<file path="src/rtl/song_timer_gen.sv">
// Song elapsed-time tracker: divides clk to a sub-second tick, counts ticks and
// seconds with pause/hold, seek, a song-length limit and a one-shot time-up event.
module song_timer_gen #(
  parameter int CLK_HZ  = 27000000,
  parameter int TICK_HZ = 10,
  parameter int SEC_W   = 10,
  parameter int FRAC_W  = 4
) (
  input  logic              clk,
  input  logic              reset,
  input  logic              i_start_song,
  input  logic              i_pause_song,
  input  logic              i_song_done,
  input  logic              i_seek_valid,
  input  logic [SEC_W-1:0]  i_seek_sec,
  input  logic [SEC_W-1:0]  i_limit_sec,
  output logic [SEC_W-1:0]  o_seconds_elap,
  output logic [FRAC_W-1:0] o_tick_frac,
  output logic [SEC_W-1:0]  o_remaining_sec,
  output logic              o_tick_pulse,
  output logic              o_sec_pulse,
  output logic              o_running,
  output logic              o_time_up
);

  localparam int DIV  = CLK_HZ / TICK_HZ;
  localparam int PS_W = (DIV > 1) ? $clog2(DIV) : 1;

  localparam logic [PS_W-1:0]   PS_LAST   = PS_W'(DIV - 1);
  localparam logic [FRAC_W-1:0] FRAC_LAST = FRAC_W'(TICK_HZ - 1);
  localparam logic [SEC_W-1:0]  SEC_MAX   = '1;

  localparam logic [1:0] S_IDLE    = 2'd0;
  localparam logic [1:0] S_RUN     = 2'd1;
  localparam logic [1:0] S_HOLD    = 2'd2;
  localparam logic [1:0] S_EXPIRED = 2'd3;

  logic [1:0]        r_state;
  logic [PS_W-1:0]   r_presc;
  logic [FRAC_W-1:0] r_frac;
  logic [SEC_W-1:0]  r_sec;
  logic [SEC_W-1:0]  r_rem;
  logic              r_tick_pulse;
  logic              r_sec_pulse;
  logic              r_running;
  logic              r_time_up;

  logic              w_limit_on;
  logic              w_over_limit;
  logic              w_halt;
  logic [SEC_W-1:0]  w_seek_val;
  logic [SEC_W-1:0]  w_sec_next;

  assign w_limit_on   = (i_limit_sec != '0);
  assign w_over_limit = w_limit_on && (r_sec > i_limit_sec);
  assign w_halt       = i_pause_song || i_song_done;
  assign w_seek_val   = (w_limit_on && (i_seek_sec > i_limit_sec)) ? i_limit_sec : i_seek_sec;
  assign w_sec_next   = r_sec + 1'b1;

  always_ff @(posedge clk) begin
    if (reset) begin
      r_state      <= S_IDLE;
      r_presc      <= '0;
      r_frac       <= '0;
      r_sec        <= '0;
      r_rem        <= '0;
      r_tick_pulse <= 1'b0;
      r_sec_pulse  <= 1'b0;
      r_running    <= 1'b0;
      r_time_up    <= 1'b0;
    end else begin
      // NOTE: strobes default low every cycle and are only raised below, so each is one cycle wide.
      r_tick_pulse <= 1'b0;
      r_sec_pulse  <= 1'b0;
      r_time_up    <= 1'b0;
      r_running    <= (r_state == S_RUN);
      r_rem        <= (w_limit_on && (i_limit_sec > r_sec)) ? (i_limit_sec - r_sec) : '0;

      if (i_start_song) begin
        r_state <= S_RUN;
        r_presc <= '0;
        r_frac  <= '0;
        r_sec   <= '0;
      end else if (i_seek_valid && (r_state != S_IDLE)) begin
        r_sec   <= w_seek_val;
        r_frac  <= '0;
        r_presc <= '0;
        if (w_limit_on && (w_seek_val == i_limit_sec)) begin
          r_state <= S_EXPIRED;
        end else if (r_state == S_EXPIRED) begin
          r_state <= S_HOLD;
        end
      end else if (((r_state == S_RUN) || (r_state == S_HOLD)) && w_over_limit) begin
        r_state <= S_EXPIRED;
      end else begin
        case (r_state)
          S_RUN: begin
            if (w_halt) begin
              r_state <= S_HOLD;
            end else if (r_presc != PS_LAST) begin
              r_presc <= r_presc + 1'b1;
            end else begin
              r_presc <= '0;
              if (r_frac != FRAC_LAST) begin
                r_frac       <= r_frac + 1'b1;
                r_tick_pulse <= 1'b1;
              end else if (r_sec != SEC_MAX) begin
                r_frac       <= '0;
                r_sec        <= w_sec_next;
                r_tick_pulse <= 1'b1;
                r_sec_pulse  <= 1'b1;
                if (w_limit_on && (w_sec_next == i_limit_sec)) begin
                  r_state   <= S_EXPIRED;
                  r_time_up <= 1'b1;
                end
              end
              // Saturated: seconds and tick_frac stay pinned at their maxima.
            end
          end
          S_HOLD: begin
            if (!w_halt) r_state <= S_RUN;
          end
          default: ;
        endcase
      end
    end
  end

  assign o_seconds_elap  = r_sec;
  assign o_tick_frac     = r_frac;
  assign o_remaining_sec = r_rem;
  assign o_tick_pulse    = r_tick_pulse;
  assign o_sec_pulse     = r_sec_pulse;
  assign o_running       = r_running;
  assign o_time_up       = r_time_up;

endmodule
</file>
<file path="config.mk">
export PLATFORM = sky130hd
export DESIGN_NAME = song_timer_gen
export DESIGN_NICKNAME = d
export VERILOG_FILES = /design/src/rtl/song_timer_gen.sv
export SDC_FILE = /design/constraint.sdc
export NUM_CORES = 1
export LEC_CHECK = 0
export CAP_MARGIN = 20
export CORE_ASPECT_RATIO = 1.75
export CORE_MARGIN = 10
export CORE_UTILIZATION = 60
export DETAILED_ROUTE_END_ITERATION = 7
export DONT_BUFFER_PORTS = 1
export MAX_ROUTING_LAYER = met4
export PLACE_DENSITY = 0.76
export SYNTH_ARGS = -nofsm -noshare
export SYNTH_HDL_FRONTEND = slang
export SYNTH_SLANG_ARGS = --single-unit
</file>
<file path="constraint.sdc">
create_clock -name clk -period 3.5 [get_ports clk]
set_input_delay 0.7 -clock clk [delete_from_list [all_inputs] [get_ports clk]]
set_output_delay 0.7 -clock clk [all_outputs]
set_load 0.03 [all_outputs]
</file>
==> flow_metrics.tcl, run 1 <==
set metrics [dict create \
    run_status "finished, final reports clean" \
    port_buffers 0 \
    power_frac_seq_pct 49.9 \
    grt_use_total_pct 19.9 \
    async_flop_share_pct 0 \
    cts_max_level 2 \
    cp_max_fo 7 \
    reg2reg_depth 9 \
    rsz0062_at_grt "false" \
    p_int_w 0.000880 \
    fin_crit_sh_pct 84.8 \
    yosysSeqAreaShare_pct 28.2 \
    grt_pass1_vias 3271 \
    required_ns 3.74 \
    dp_hpwl_um 7440 \
    start_util_pct 62.4 \
    final_nets 499 \
    p_clk_share_pct 27.3 \
    startpoint_type "input port" \
    vias 3169 \
    hold_class "in -> reg" \
    final_antenna_net_count 0 \
    grt_max_degree 23 \
    irDropWorstVdd_v 0.000256 \
    critPathKind "in -> reg" \
    io_pins 54 \
    cp.arrival_ns 3.21 \
    synth_area_per_cell_um2 8.36 \
    wl_um 9100 \
    cts_resized 0 \
    swShare_pct 33.3 \
    die_h_um 124 \
    die_w_um 79.3 \
    layout_commonest_cell "dfxtp_1" \
    drtIter0Drc 123 \
    gp_congestion 0.909 \
    cp-end-kind "flop" \
    netSwitchingPower_w 0.000439 \
    final_max_slew_viol_count 0 \
    fmax_mhz 337 \
    r2r_start "o_seconds_elap[1]$_SDFFE_PP0P_" \
    reg2reg_to "o_seconds_elap[4]$_SDFFE_PP0P_" \
    yosysUniqueCellTypes 63 \
    finalSetupViolations 0 \
    min_period_ns 2.97 \
    syn_inst 442 \
    tightest_slew_ns 0.878 \
    antenna_cells 0 \
    core.rowCount 37 \
    slew_headroom_pct 40.8 \
    grt-ovfl-total 0 \
    whs_ns 0.430 \
    power.leakage_nw 1.39 \
    holdBufCountCts 0 \
    seq_area_mm2 0.00104 \
    syn_nets 495 \
    cts_root_buffer "clkbuf_8" \
    finalHoldViolCount 0 \
    power_w 0.00132 \
    wl_per_cell_um 17.3 \
    post-cts-setup-buffer-count 0 \
    grt_pass1_wl_um 15300 \
    ys.flop_type "dfxtp_1" \
    n_fill_cell 544 \
    cts_made_buffers 5 \
    clock_latency_ns 0.32 \
    area_growth_pct 5.48 \
    finalInstanceArea_mm2 0.00390 \
    syn-cell-area_mm2 0.00370 \
    firstDrtPassIters 4 \
    clock_sinks 52 \
    antenna_found_initial 0 \
    multiInputGateArea_mm2 0.00246 \
    rrSetupSlack_ns 0.57 \
    drc 0 \
    clk_pin_slew_ns 0.10 \
    coreArea_mm2 0.00593 \
    drv_cap 0 \
    setup_tns_ns 0 \
    combinationalPowerShare_pct 22.7 \
    tritoncts "done" \
    routed_via_density 6.04 \
    power_density_mw_per_mm2 338 \
    ys_warn_count 0 \
    mostFrequentLayoutCells "dfxtp_1, nor2_1, xnor2_1" \
    drive_above_1_share_pct 10.7 \
    fin_util_pct 65.8 \
    synth_seq_cells 52 \
    synth_edf_count 0 \
    die_area_mm2 0.00982 \
    whs_endpoint "r_state[0]$_SDFFE_PP0P_" \
    skew_ns 0.0154 \
    hp-start "reset" \
    placed_cell_area_mm2 0.00381 \
    clk_path_buf_depth 2 \
    hold_path_depth 1 \
]
-- state kept, by name, indices dropped and copies added, names as in the netlist --
name             cells
r_state              2
o_tick_pulse         1
o_seconds_elap      10
o_running            1
o_sec_pulse          1
r_presc             22
o_time_up            1
o_tick_frac          4
o_remaining_sec     10
-- cell usage after synthesis (3+ instances only) --
cell type | instances | share of area (%)
a211oi_1 | 7 | 1.4
a21o_1 | 3 | 0.61
a21oi_1 | 25 | 3.4
a31oi_1 | 3 | 0.51
and3_1 | 6 | 1.0
buf_2 | 4 | 0.54
clkbuf_1 | 6 | 0.61
dfxtp_1 | 52 | 28
ha_1 | 26 | 8.8
inv_1 | 32 | 3.2
mux2_2 | 3 | 0.91
mux2i_1 | 8 | 2.2
nand2_1 | 29 | 2.9
nand2b_1 | 6 | 1.0
nand3_1 | 9 | 1.2
nand4_1 | 18 | 3.0
nor2_1 | 50 | 5.1
nor2b_1 | 8 | 1.4
nor3_1 | 11 | 1.5
nor3_2 | 6 | 1.6
nor4_1 | 4 | 0.68
o21a_1 | 7 | 1.4
o21ai_0 | 12 | 1.6
or2_2 | 4 | 0.68
xnor2_1 | 38 | 9.0
xor2_1 | 18 | 4.3
-- worst max-delay path: stages --
cell	delay [ns]
inv_1	0.04
ha_1	0.22
fa_1	0.40
nand2b_1	0.18
a211oi_1	0.37
o221ai_2	0.31
a211oi_2	0.36
buf_4	0.23
nand2b_1	0.08
xnor2_1	0.12
a211oi_1	0.21
-- per-stage QoR --
step,setup slack [ns],cells
floorplan,0.477,442
global placement,0.226,517
detailed placement,0.177,517
CTS,0.526,525
global route,0.349,525
finish,0.531,525
-- cell families (layout without fill, tap and decap cells) --
group	Yosys count	count (layout)	share of synthesized area, %
AO/OA/AOI/OAI	78	78	15.0
flip-flops	52	52	28.2
multiplexers	11	11	3.08
adder cells (fa/ha/maj)	27	27	9.34
AND/OR/NAND/NOR	171	171	25.8
XOR/XNOR	56	56	13.3
buffers and inverters	47	52	5.35
-- worst max-delay path by stage --
stage                         from                              to  cells past startpoint
global route        i_limit_sec[0]        r_presc[12]$_SDFFE_PP0P_                      9
detailed placement  i_limit_sec[0]         r_state[1]$_SDFFE_PP0P_                     10
floorplan           i_limit_sec[0]  o_seconds_elap[8]$_SDFFE_PP0P_                     11
finish              i_limit_sec[0]  o_seconds_elap[4]$_SDFFE_PP0P_                     11
CTS                 i_limit_sec[0]         r_state[1]$_SDFFE_PP0P_                     10
global placement    i_limit_sec[0]         r_state[1]$_SDFFE_PP0P_                     10
-- power groups by stage --
stage | clock [W] | sequential [W] | combinational (W)
floorplan | 0 | 0.000678 | 0.000233
global route | 0.000386 | 0.000662 | 0.000336
global placement | 0 | 0.000673 | 0.000294
CTS | 0.000371 | 0.000660 | 0.000301
detailed placement | 0 | 0.000674 | 0.000299
finish | 0.000361 | 0.000658 | 0.000300
-- layer usage --
metal  vias to the layer above  wire, um  GRT usage, %
li1                       1556         -             -
met5                         -         0             -
met1                      1499      3170          17.9
met2                        90      4990          36.9
met4                         0       344          10.2
met3                        24       604          5.56
-- final cells by class --
type | count | area share (%)
Clock buffer | 5 | 1.77
Clock inverter | 3 | 0.610
Inverter | 32 | 3.08
Multi-Input combinational cell | 343 | 63.0
Sequential cell | 52 | 26.7
Tap cell | 78 | 2.50
Timing Repair Buffer | 12 | 2.31
Note: power is estimated with default switching activity, not from simulation.
==> run 2: changes to the inputs <==
==> constraint.sdc (replaced) <==
create_clock -name clk -period 2.85 [get_ports clk]
set_input_delay 0.57 -clock clk [delete_from_list [all_inputs] [get_ports clk]]
set_output_delay 0.57 -clock clk [all_outputs]
set_load 0.03 [all_outputs]
==> flow_metrics.tcl, run 2 (synthesis results as in run 1) <==
set metrics [dict create \
    post-cts-setup-buffer-count 0 \
    r2r_start "o_seconds_elap[0]$_SDFFE_PP0P_" \
    cp.arrival_ns 2.87 \
    finalInstanceArea_mm2 0.00409 \
    worst-path-buf-inv 2 \
    slowest_stage "fa_1" \
    grt_use_total_pct 20.7 \
    run_status "finished, final reports clean" \
    firstDrtPassIters 4 \
    vias 3259 \
    skew_ns 0.0142 \
    final_nets 523 \
    whs_ns 0.308 \
    final_max_slew_viol_count 0 \
    swShare_pct 32.2 \
    reg2reg_to "r_presc[10]$_SDFFE_PP0P_" \
    placed_cell_area_mm2 0.00400 \
    largest_reg_flops 22 \
    instances_no_fill 549 \
    start_util_pct 62.4 \
    grt_use_met3_pct 5.41 \
    rrSetupSlack_ns 0.20 \
    final_antenna_net_count 0 \
    grt_pass1_wl_um 15800 \
    multiInputGateArea_mm2 0.00246 \
    wl_um 9450 \
    clk_pin_slew_ns 0.10 \
    dp_hpwl_um 7750 \
    dp.cells 540 \
    largest-register "r_presc" \
    coreArea_mm2 0.00593 \
    cp_max_fo 5 \
    cts_resized 0 \
    cp-end-kind "flop" \
    hold_class "in -> reg" \
    slowest_delay_ns 0.39 \
    antenna_found_initial 0 \
    cts_max_level 2 \
    grt_util_met1_pct 17.9 \
    tightest_slew_ns 0.660 \
    clock_sinks 52 \
    cp_top_family "compound AO/OA/AOI/OAI gates" \
    drc 0 \
    drive_above_1_share_pct 15.1 \
    cts_root_buffer "clkbuf_8" \
    seq_area_mm2 0.00104 \
    clk_path_buf_depth 2 \
    top_usage_layer "met2" \
    critPathKind "reg -> reg" \
    finalHoldViolCount 0 \
    area_growth_pct 10.6 \
    hold_path_depth 1 \
    grt_max_degree 18 \
    p_clk_share_pct 25.8 \
    power.leakage_nw 1.52 \
    setup_ws_ns 0.197 \
    combinationalPowerShare_pct 25.1 \
    slew_headroom_pct 55.5 \
    wl_per_cell_um 17.2 \
    tritoncts "done" \
    fmax_mhz 377 \
    die_w_um 79.3 \
    gp_congestion 0.859 \
    whs_endpoint "r_state[0]$_SDFFE_PP0P_" \
    drtIter0Drc 131 \
    drv_cap 0 \
    path_cells "ha_1, fa_1, nand2b_1, a211oi_2, o221ai_2, buf_4, a211oi_4, buf_4, nand4_1, xor2_1, nor2_1" \
    die_area_mm2 0.00982 \
    power_frac_seq_pct 49.1 \
    n_fill_cell 530 \
    port_buffers 0 \
    netSwitchingPower_w 0.000527 \
    clock_latency_ns 0.31 \
    layout_commonest_cell "dfxtp_1" \
    core.rowCount 37 \
    io_pins 54 \
    crit_top_cell "buf_4" \
    finalSetupViolations 0 \
    mostFrequentLayoutCells "dfxtp_1, nor2_1, xnor2_1" \
    holdBufCountCts 0 \
    power_density_mw_per_mm2 400 \
    reg2reg_depth 11 \
    grt-ovfl-total 0 \
    die_h_um 124 \
    cts_made_buffers 5 \
    grt_pass1_vias 3401 \
    place_ws_ns -0.161 \
    startpoint_type "flop" \
    required_ns 3.06 \
    fin_crit_sh_pct 93.1 \
    rsz0062_at_grt "false" \
    p_int_w 0.00111 \
    grt_use_met2_pct 38.2 \
    irDropWorstVdd_v 0.000233 \
    antenna_cells 0 \
    min_period_ns 2.65 \
    routed_via_density 5.94 \
    hp-start "reset" \
]
-- run 2: power groups by stage --
| stage | clock network, W | logic, W | registers, W |
|---|---|---|---|
| final | 0.000422 | 0.000411 | 0.000803 |
| after global routing | 0.000452 | 0.000458 | 0.000808 |
| after CTS | 0.000426 | 0.000408 | 0.000804 |
| after detailed placement | 0 | 0.000406 | 0.000822 |
| after global placement | 0 | 0.000396 | 0.000821 |
| after floorplan | 0 | 0.000288 | 0.000833 |
-- run 2: per-layer routing --
metal	up-vias	wire, um
met3	40	594
met2	101	5180
met5	-	0
met4	0	493
li1	1607	-
met1	1511	3180
-- run 2: how the worst max path moves through the flow --
stage,startpoint,slack [ns],endpoint,cells past startpoint
detailed placement,i_limit_sec[7],-0.16,o_seconds_elap[2]$_SDFFE_PP0P_,9
CTS,o_seconds_elap[0]$_SDFFE_PP0P_,0.18,r_presc[10]$_SDFFE_PP0P_,11
global route,o_seconds_elap[5]$_SDFFE_PP0P_,0.04,r_presc[18]$_SDFFE_PP0P_,10
floorplan,i_limit_sec[0],0.06,o_seconds_elap[8]$_SDFFE_PP0P_,11
global placement,i_limit_sec[0],-0.09,r_presc[10]$_SDFFE_PP0P_,12
finish,o_seconds_elap[0]$_SDFFE_PP0P_,0.20,r_presc[10]$_SDFFE_PP0P_,11
-- run 2: worst reg2reg max path, cell delays in order (launching register included) --
cell	delay, ns
dfxtp_1	0.34
ha_1	0.21
fa_1	0.39
nand2b_1	0.19
a211oi_2	0.27
o221ai_2	0.19
buf_4	0.19
a211oi_4	0.25
buf_4	0.19
nand4_1	0.12
xor2_1	0.16
nor2_1	0.05
-- run 2: final cells by class --
cell class / instances / area share, %
Tap cell: 78 / 2.39
Clock inverter: 1 / 0.214
Timing Repair Buffer: 36 / 6.92
Sequential cell: 52 / 25.5
Inverter: 32 / 2.94
Clock buffer: 7 / 1.87
Multi-Input combinational cell: 343 / 60.2
-- run 2: stage by stage --
stage          power, W  TNS, ns  utilization (%)
3_5_place_dp    0.00123    -2.58             67.4
6_report        0.00164        0             69.0
2_1_floorplan   0.00112        0                -
5_1_grt         0.00172        0             69.0
3_3_place_gp    0.00122    -1.38             67.4
4_1_cts         0.00164        0             68.9
